$ cat src/rtl/cam_capture_fb.sv
// Camera capture stage: frames OV7670 nibble data into RGB444 words and writes them to a frame buffer.
// Optional CAM_DECIMATE_EN keeps only even pixels of even lines (2:1 in each axis).
module cam_capture_fb #(
  parameter int unsigned PIX_NIBBLES = 4,
  parameter int unsigned LINE_PIX    = 320,
  parameter int unsigned FB_DEPTH    = 76800,
  parameter int unsigned ADDR_W      = 17
) (
  input  logic              clk,
  input  logic              rstn,
  input  logic              i_arm,
  input  logic              i_continuous,
  input  logic [3:0]        i_d,
  input  logic              i_href,
  input  logic              i_vsync,
  output logic              o_wr_en,
  output logic [ADDR_W-1:0] o_wr_addr,
  output logic [11:0]       o_wr_data,
  output logic              o_busy,
  output logic              o_frame_done,
  output logic [7:0]        o_frame_cnt,
  output logic              o_ovf,
  output logic              o_line_err
);

  localparam int unsigned NibW = (PIX_NIBBLES > 1) ? $clog2(PIX_NIBBLES) : 1;
  // One spare bit so over-long lines saturate above LINE_PIX instead of aliasing.
  localparam int unsigned PixW = $clog2(LINE_PIX + 1) + 1;

  typedef enum logic [1:0] {StIdle, StWaitVs, StCapture, StDone} state_e;

  state_e            state_q, state_d;
  logic [3:0]        d_q;
  logic              href_q, href_qq, vs_q, vs_qq;
  logic              cont_q, cont_d;
  logic [NibW-1:0]   nib_q, nib_d;
  logic [PixW-1:0]   pix_q, pix_d;
  logic [ADDR_W-1:0] addr_q, addr_d;
  logic [11:0]       sr_q, sr_d;
  logic              wr_en_q, wr_en_d;
  logic [ADDR_W-1:0] wr_addr_q, wr_addr_d;
  logic [11:0]       wr_data_q, wr_data_d;
  logic [7:0]        fcnt_q, fcnt_d;
  logic              ovf_q, ovf_d, lerr_q, lerr_d;
  logic              line_q, line_d;
  logic              vs_fall, vs_rise, active, keep;

  assign vs_fall = vs_qq & ~vs_q;
  assign vs_rise = ~vs_qq & vs_q;

  always_comb begin
    state_d   = state_q;
    cont_d    = cont_q;
    nib_d     = nib_q;
    pix_d     = pix_q;
    addr_d    = addr_q;
    sr_d      = sr_q;
    wr_en_d   = 1'b0;
    wr_addr_d = wr_addr_q;
    wr_data_d = wr_data_q;
    fcnt_d    = fcnt_q;
    ovf_d     = ovf_q;
    lerr_d    = lerr_q;
    line_d    = line_q;
    keep      = 1'b1;
    active    = (state_q == StCapture) || ((state_q == StWaitVs) && vs_fall);

    if (i_arm) begin
      ovf_d  = 1'b0;
      lerr_d = 1'b0;
    end

    unique case (state_q)
      StIdle: begin
        if (i_arm) begin
          state_d = StWaitVs;
          cont_d  = i_continuous;
        end
      end
      StWaitVs: begin
        if (vs_fall) begin
          state_d = StCapture;
          nib_d   = '0;
          pix_d   = '0;
          addr_d  = '0;
          line_d  = 1'b0;
        end
      end
      StCapture: begin
        if (vs_rise) state_d = StDone;
      end
      StDone: begin
        fcnt_d  = fcnt_q + 8'd1;
        state_d = cont_q ? StWaitVs : StIdle;
      end
      default: state_d = StIdle;
    endcase

    // Counters below start from the values cleared above when the frame begins this cycle.
    if (active && href_q) begin
      sr_d = {sr_q[7:0], d_q};
      if (nib_d == NibW'(PIX_NIBBLES - 1)) begin
        nib_d = '0;
`ifdef CAM_DECIMATE_EN
        keep = ~pix_d[0] & ~line_d;
`endif
        if (keep) begin
          if (addr_d == ADDR_W'(FB_DEPTH)) begin
            ovf_d = 1'b1;
          end else begin
            wr_en_d   = 1'b1;
            wr_addr_d = addr_d;
            wr_data_d = {sr_q[7:0], d_q};
            addr_d    = addr_d + 1'b1;
          end
        end
        if (pix_d != '1) pix_d = pix_d + 1'b1;
      end else begin
        nib_d = nib_d + 1'b1;
      end
    end else if ((state_q == StCapture) && href_qq && !href_q) begin
      nib_d = '0;
      if (pix_q != PixW'(LINE_PIX)) lerr_d = 1'b1;
      pix_d  = '0;
      line_d = ~line_q;
    end
  end

  always_ff @(posedge clk or negedge rstn) begin
    if (!rstn) begin
      state_q   <= StIdle;
      d_q       <= '0;
      href_q    <= 1'b0;
      href_qq   <= 1'b0;
      vs_q      <= 1'b0;
      vs_qq     <= 1'b0;
      cont_q    <= 1'b0;
      nib_q     <= '0;
      pix_q     <= '0;
      addr_q    <= '0;
      sr_q      <= '0;
      wr_en_q   <= 1'b0;
      wr_addr_q <= '0;
      wr_data_q <= '0;
      fcnt_q    <= '0;
      ovf_q     <= 1'b0;
      lerr_q    <= 1'b0;
      line_q    <= 1'b0;
    end else begin
      state_q   <= state_d;
      d_q       <= i_d;
      href_q    <= i_href;
      href_qq   <= href_q;
      vs_q      <= i_vsync;
      vs_qq     <= vs_q;
      cont_q    <= cont_d;
      nib_q     <= nib_d;
      pix_q     <= pix_d;
      addr_q    <= addr_d;
      sr_q      <= sr_d;
      wr_en_q   <= wr_en_d;
      wr_addr_q <= wr_addr_d;
      wr_data_q <= wr_data_d;
      fcnt_q    <= fcnt_d;
      ovf_q     <= ovf_d;
      lerr_q    <= lerr_d;
      line_q    <= line_d;
    end
  end

  assign o_wr_en      = wr_en_q;
  assign o_wr_addr    = wr_addr_q;
  assign o_wr_data    = wr_data_q;
  assign o_busy       = (state_q != StIdle);
  assign o_frame_done = (state_q == StDone);
  assign o_frame_cnt  = fcnt_q;
  assign o_ovf        = ovf_q;
  assign o_line_err   = lerr_q;

endmodule

$ cat config.mk
export PLATFORM = sky130hd
export DESIGN_NAME = cam_capture_fb
export DESIGN_NICKNAME = d
export VERILOG_FILES = /design/src/rtl/cam_capture_fb.sv
export SDC_FILE = /design/constraint.sdc
export NUM_CORES = 1
export LEC_CHECK = 0
export CAP_MARGIN = 20
export CORE_UTILIZATION = 49
export CTS_CLUSTER_DIAMETER = 120
export DETAILED_ROUTE_END_ITERATION = 8
export PLACE_DENSITY = 0.79
export SLEW_MARGIN = 30
export SYNTH_ARGS = -nofsm -noshare
export SYNTH_HDL_FRONTEND = slang
export SYNTH_SLANG_ARGS = --single-unit
$ cat constraint.sdc
create_clock -name clk -period 2.65 [get_ports clk]
set_input_delay 0.3975 -clock clk [delete_from_list [all_inputs] [get_ports clk]]
set_output_delay 0.3975 -clock clk [all_outputs]
set_load 0.05 [all_outputs]
# Word level (Yosys, flattened, before mapping)
# Index checks and enable logic that the tools add are counted.
# op_classes
reduce_logical,11
bitwise,5
n_eq_ne,10
addsub,4
mux,32
# op_table
op,count
2-to-1 mux 17 bit,5
2-to-1 mux 10 bit,6
"adder 17 x 1 -> 17 bit, second input constant",1
"equality test 17 bit, second input constant",1
2-to-1 mux 2 bit,8
2-to-1 mux 1 bit,12
"adder 10 x 1 -> 10 bit, second input constant",1
"inequality test 10 bit, second input constant",1
"inequality test 10 x 9 -> 1 bit, second input constant",1
"adder 8 x 1 -> 8 bit, second input constant",1
one-hot mux 2 bit (4 select lines),1
"equality test 2 bit, second input constant",3
"inequality test 2 bit, second input constant",3
AND reduction 3 bit,2
logical AND 1 bit,4
inverter 1 bit,3
"adder 2 x 1 -> 2 bit, second input constant",1
bitwise AND 1 bit,2
"equality test 2 x 1 -> 1 bit, second input constant",1
logical NOT 2 bit,1
AND reduction 2 bit,1
nonzero test 2 bit,1
logical NOT 1 bit,1
logical OR 1 bit,1
# word_totals
elab_cells,79
input_bits,10
out_inout_bits,42
register_bits,88

# Depth between registers and ports, before layout
# Gate-level depths: netlist of run 1.
# depth
ltp_word,8
ltp_mapped,12
depth_no_buf,11

# Worst setup path after synthesis of run 1
# Ideal clock, no wire load.
# synth_timing
kind,register -> register
from,register state_q[1]
to,register pix_q[8]
required_time_ns,2.578
setup_time_ns,0.072
slack_ns,0.124
period_less_slack_ns,2.526
arrival_time_ns,2.454
path_stages_with_launch,12
path_buffers,1
cell_sequence,dfrtp_1 -> inv_1 -> ha_1 -> nand3b_1 -> buf_2 -> and2_1 -> ha_1 -> and3_1 -> nand4_1 -> nor3_1 -> mux2_2 -> nor2_1
# synth_between
elab_chain_len,6
word_cells_on_any_way,16
classes_between,add/sub (1); eq/ne (4); mux (6); reduce/logical (5)
# synth_rtl
item,line_no,rtl
from (decl),32,"state_e state_q, state_d;"
from (signal assigned),131,state_q <= StIdle;
from (signal assigned),150,state_q <= state_d;
equality test 2 x 1 -> 1 bit,"66, 73",
2-to-1 mux 10 bit,73,unique case (state_q)
adder 10 x 1 -> 10 bit / inequality test 10 bit (equally long branches),117,if (pix_d != '1) pix_d = pix_d + 1'b1;
2-to-1 mux 10 bit,117,
2-to-1 mux 10 bit,102,if (nib_d == NibW'(PIX_NIBBLES - 1)) begin
2-to-1 mux 10 bit *,100,if (active && href_q) begin
via pix_d[8],37,"logic [PixW-1:0] pix_q, pix_d;"
to (signal assigned),158,pix_q <= pix_d;
to (decl),37,
# The timed path passes the listed nets; every way through them passes the cells marked *.
# A chain may end at the register's enable or synchronous reset.

# Final worst setup path of run 1
# layout_timing
from,register state_q[1]
to,register addr_q[14]
# layout_between
elab_chain_len,6
word_cells_on_any_way,13
classes_between,add/sub (1); eq/ne (4); mux (5); reduce/logical (3)
# layout_rtl
item,line_no,rtl
equality test 2 x 1 -> 1 bit,"66, 73",
2-to-1 mux 17 bit,73,
adder 17 x 1 -> 17 bit / equality test 17 bit (equally long branches),"114, 108",
2-to-1 mux 17 bit,108,if (addr_d == ADDR_W'(FB_DEPTH)) begin
2-to-1 mux 17 bit,102,
2-to-1 mux 17 bit *,100,
via addr_d[14],38,"logic [ADDR_W-1:0] addr_q, addr_d;"
to (signal assigned),159,addr_q <= addr_d;
to (decl),38,
# Marks and branches as above.

==> flow_metrics.py, run 1 <==
metrics = {
    "worst_setup_path": {
        "startpoint": "state_q[1]",
        "path_class": "reg2reg",
        "endpoint_kind": "register",
        "worstSetupStartpointType": "register",
        "crit_path_max_fanout": 16,
        "path_cells": "inv_2 -> ha_1 -> nand3b_1 -> buf_6 -> buf_8 -> nand2_1 -> inv_1 -> ha_1 -> and2_4 -> nand4_1 -> buf_4 -> nor3_1 -> xnor2_1 -> nor2_1",
        "endpoint": "addr_q[14]",
        "r2r_cells": 14,
        "slowest_delay_ns": 0.43,
        "arrival_ns": 2.71,
        "rr_startpoint": "state_q[1]",
        "crit_top_cell": "ha_1",
        "crit_required_ns": 2.90,
        "crit_slowest_cell": "dfrtp_1",
        "r2r_slack_ns": 0.19,
        "reg2reg_to": "addr_q[14]",
    },
    "timing": {
        "min_period_ns": 2.46,
        "skew_ns": 0.00796,
        "max_freq_mhz": 406,
        "hold_viol": 0,
        "setup_viol": 0,
        "relSlewSlack": 0.475,
        "maxSlewViolCount": 0,
        "finalCritPeriodShare": 0.930,
        "tightest_slew_ns": 0.785,
    },
    "yosys": {
        "syn_avg_cell_area_um2": 11.2,
        "ys_seq_elements": 88,
        "yosysSeqAreaShare": 0.564,
        "syn_area_mm2": 0.00390,
        "synthDistinctLibCells": 49,
        "yosysWarnings": 0,
        "syn_inst": 348,
        "syn-num-nets": 366,
        "synth-edff-count": 0,
        "synth_flop_cell": "dfrtp_1",
        "async_flop_share": 1.00,
    },
    "placement": {
        "numPortBuffers": 51,
        "dp_cells": 500,
        "hpwl_um": 5370,
        "place_congestion": 0.880,
    },
    "job": {
        "maxCapViolCount": 0,
    },
    "pwr": {
        "p_seq_frac": 0.425,
        "p_clk_frac": 0.228,
        "netSwitchingPower_uw": 1560,
        "irDropWorstVdd_uv": 672,
        "pwr-share-comb": 0.348,
        "p_int_uw": 2590,
        "p_sw_frac": 0.377,
        "powerDensity_mw_per_mm2": 848,
        "leakagePower_uw": 0.00216,
    },
    "route": {
        "vias": 2824,
        "wl_met3_um": 386,
        "drt-total-wl_um": 7840,
        "postRouteAntennaNets": 0,
        "drc": 0,
        "m1WireLength_um": 3650,
        "routed.top_layer": "met4",
        "vias_per_cell": 5.40,
        "drtIter0Drc": 220,
        "avgRoutedWirePerCell_um": 15.0,
        "firstDrtPassIters": 4,
        "met2_length_um": 3640,
    },
    "global_route": {
        "grt_pass1_wl_um": 13200,
        "antenna_found_initial": 0,
        "grt_use_total": 0.201,
        "grt_pass1_vias": 2680,
        "overflow": 0,
        "grt_max_degree": 49,
    },
    "clock_network": {
        "clockBufferDepth": 2,
        "cts.sinks": 88,
        "numCtsBuffers": 9,
        "clk_latency_ns": 0.36,
        "cts_tree": "yes",
        "clkTransAtPathRegs_ns": 0.09,
        "root_buffer": "clkbuf_8",
        "h-tree-depth": 3,
    },
    "floorplan": {
        "std_cell_rows": 32,
        "die-area_mm2": 0.00832,
        "start_util": 0.505,
        "ios": 52,
        "coreArea_mm2": 0.00773,
        "die_h_um": 91.2,
        "die_w_um": 91.2,
    },
    "cells_and_area": {
        "nNetsFinal": 434,
        "fillers": 600,
        "synthToLayoutAreaGrowth_pct": 25.3,
        "ff_latch_area_mm2": 0.00220,
        "final_common_cell": "dfrtp_1",
        "multiInputGateArea_mm2": 0.00163,
        "final_cells": 523,
        "layout_common_cells": "dfrtp_1, nand2_1, clkdlybuf4s50_1",
        "drive_above_1_share": 0.145,
        "utilization": 0.633,
        "antennaDiodeCount": 0,
    },
    "min_path": {
        "min_path_type": "in2async",
    },
    "status": {
        "status": "complete, no violations",
    },
}
power groups by stage:
| stage | registers (uW) | logic (uW) | clock network [uW] |
|---|---|---|---|
| finish | 1760 | 1440 | 944 |
| global route | 1790 | 1540 | 1010 |
| CTS | 1760 | 1410 | 973 |
| detailed placement | 1780 | 1400 | 0 |
| global placement | 1770 | 1370 | 0 |
| floorplan | 2160 | 553 | 0 |
repair_timing:
item	in CTS	in global routing
hold buffers	0	0
gates resized for setup	1	11
endpoints found under the setup margin	1	8
setup buffers	0	7
pin swaps	0	5
cell type report:
class	instances	area share
timing repair buffer	70	0.140
clock buffer	9	0.0253
inverter	12	0.00921
tap	102	0.0261
sequential	88	0.450
clock inverter	7	0.0159
multi-input combinational	235	0.333
worst max-delay path: cells and delay by family (launching register included):
kind | cells | cell delay (ns)
adders and majority gates | 2 | 0.37
DFF | 1 | 0.43
and+or+nand+nor | 6 | 0.76
buffers and inverters | 5 | 0.66
xor gates and xnor gates | 1 | 0.15
synth_stat cells, types with 2 or more instances:
master / instances / share of area
o21ai_0: 16 / 0.021
a21oi_1: 4 / 0.0051
a2111oi_0: 2 / 0.0045
o31ai_1: 3 / 0.0058
nand4_1: 8 / 0.013
mux2_2: 13 / 0.038
and3_1: 5 / 0.0080
nand3b_1: 2 / 0.0038
nand2_1: 55 / 0.053
buf_2: 7 / 0.0090
inv_1: 12 / 0.012
nor3_1: 7 / 0.0090
clkbuf_1: 2 / 0.0019
xnor2_1: 16 / 0.036
nor2_1: 20 / 0.019
mux2_1: 13 / 0.038
o22ai_1: 2 / 0.0032
nor4b_1: 2 / 0.0045
nor4_1: 7 / 0.011
dfrtp_1: 88 / 0.56
a21o_1: 2 / 0.0038
a211oi_1: 2 / 0.0038
nand3_1: 8 / 0.010
mux2i_1: 4 / 0.010
nand2b_1: 2 / 0.0032
ha_1: 8 / 0.026
and4_1: 5 / 0.011
xor2_1: 4 / 0.0090
and2_1: 4 / 0.0064
buf_4: 3 / 0.0058
a22o_1: 2 / 0.0045
nor3b_1: 2 / 0.0038
o21ai_1: 2 / 0.0026
per-stage QoR:
stage / worst slack, ns / hold WS (ns) / cell area, um^2 / total power [uW] / TNS (ns)
after floorplan: 0.124 / 0.102 / 3900 / 2710 / 0
after global placement: 0.212 / 0.439 / 4580 / 3140 / 0
after detailed placement: 0.0317 / 0.457 / 4580 / 3180 / 0
after CTS: 0.0100 / 0.0639 / 4790 / 4150 / 0
after global routing: -0.0482 / 0.100 / 4890 / 4340 / -0.113
final: 0.185 / 0.0527 / 4890 / 4150 / 0
cells by family after synthesis:
| logic type | count (synthesis) | synth area share |
|---|---|---|
| buffers and inverters | 25 | 0.0292 |
| and+or+nand+nor | 133 | 0.170 |
| DFF | 88 | 0.564 |
| adders and majority gates | 8 | 0.0257 |
| AOI/OAI and AO/OA | 44 | 0.0802 |
| muxes | 30 | 0.0853 |
| xor gates and xnor gates | 20 | 0.0449 |
worst min-delay path by stage:
| stage | start | endpoint | cells past startpoint |
|---|---|---|---|
| finish | rstn | o_frame_cnt[1] | 1 |
| global route | rstn | o_frame_cnt[1] | 1 |
| CTS | rstn | o_frame_cnt[7] | 1 |
| floorplan | rstn | addr_q[0] | 0 |
| global placement | vs_q | vs_qq | 0 |
| detailed placement | rstn | pix_q[6] | 1 |
state kept, by name, indices dropped and copies added, names as in the netlist:
name and cells:
addr_q 17, o_wr_addr 17, o_wr_data 12, pix_q 10, o_frame_cnt 8, sr_q 8, d_q 4, nib_q 2
state_q 2, cont_q 1, href_q 1, href_qq 1, o_line_err 1, o_ovf 1, o_wr_en 1, vs_q 1
vs_qq 1
layer usage:
| metal | global-route usage | up-vias |
|---|---|---|
| li1 | - | 1356 |
| met3 | 0.0335 | 15 |
| met4 | 0.0926 | 0 |
| met5 | 0 | - |
| met2 | 0.308 | 91 |
| met1 | 0.282 | 1362 |
Note: power is estimated with default switching activity, not from simulation.
==> run 2: changes to the inputs <==
--- a/config.mk
+++ b/config.mk
@@ -5,7 +5,7 @@
 export SDC_FILE = /design/constraint.sdc
 export NUM_CORES = 1
 export LEC_CHECK = 0
-export CAP_MARGIN = 20
+export CAP_MARGIN = 5
 export CORE_UTILIZATION = 49
 export CTS_CLUSTER_DIAMETER = 120
 export DETAILED_ROUTE_END_ITERATION = 8
==> results of run 2 <==
No change in the layout: final DEF, timing and power equal those of run 1.
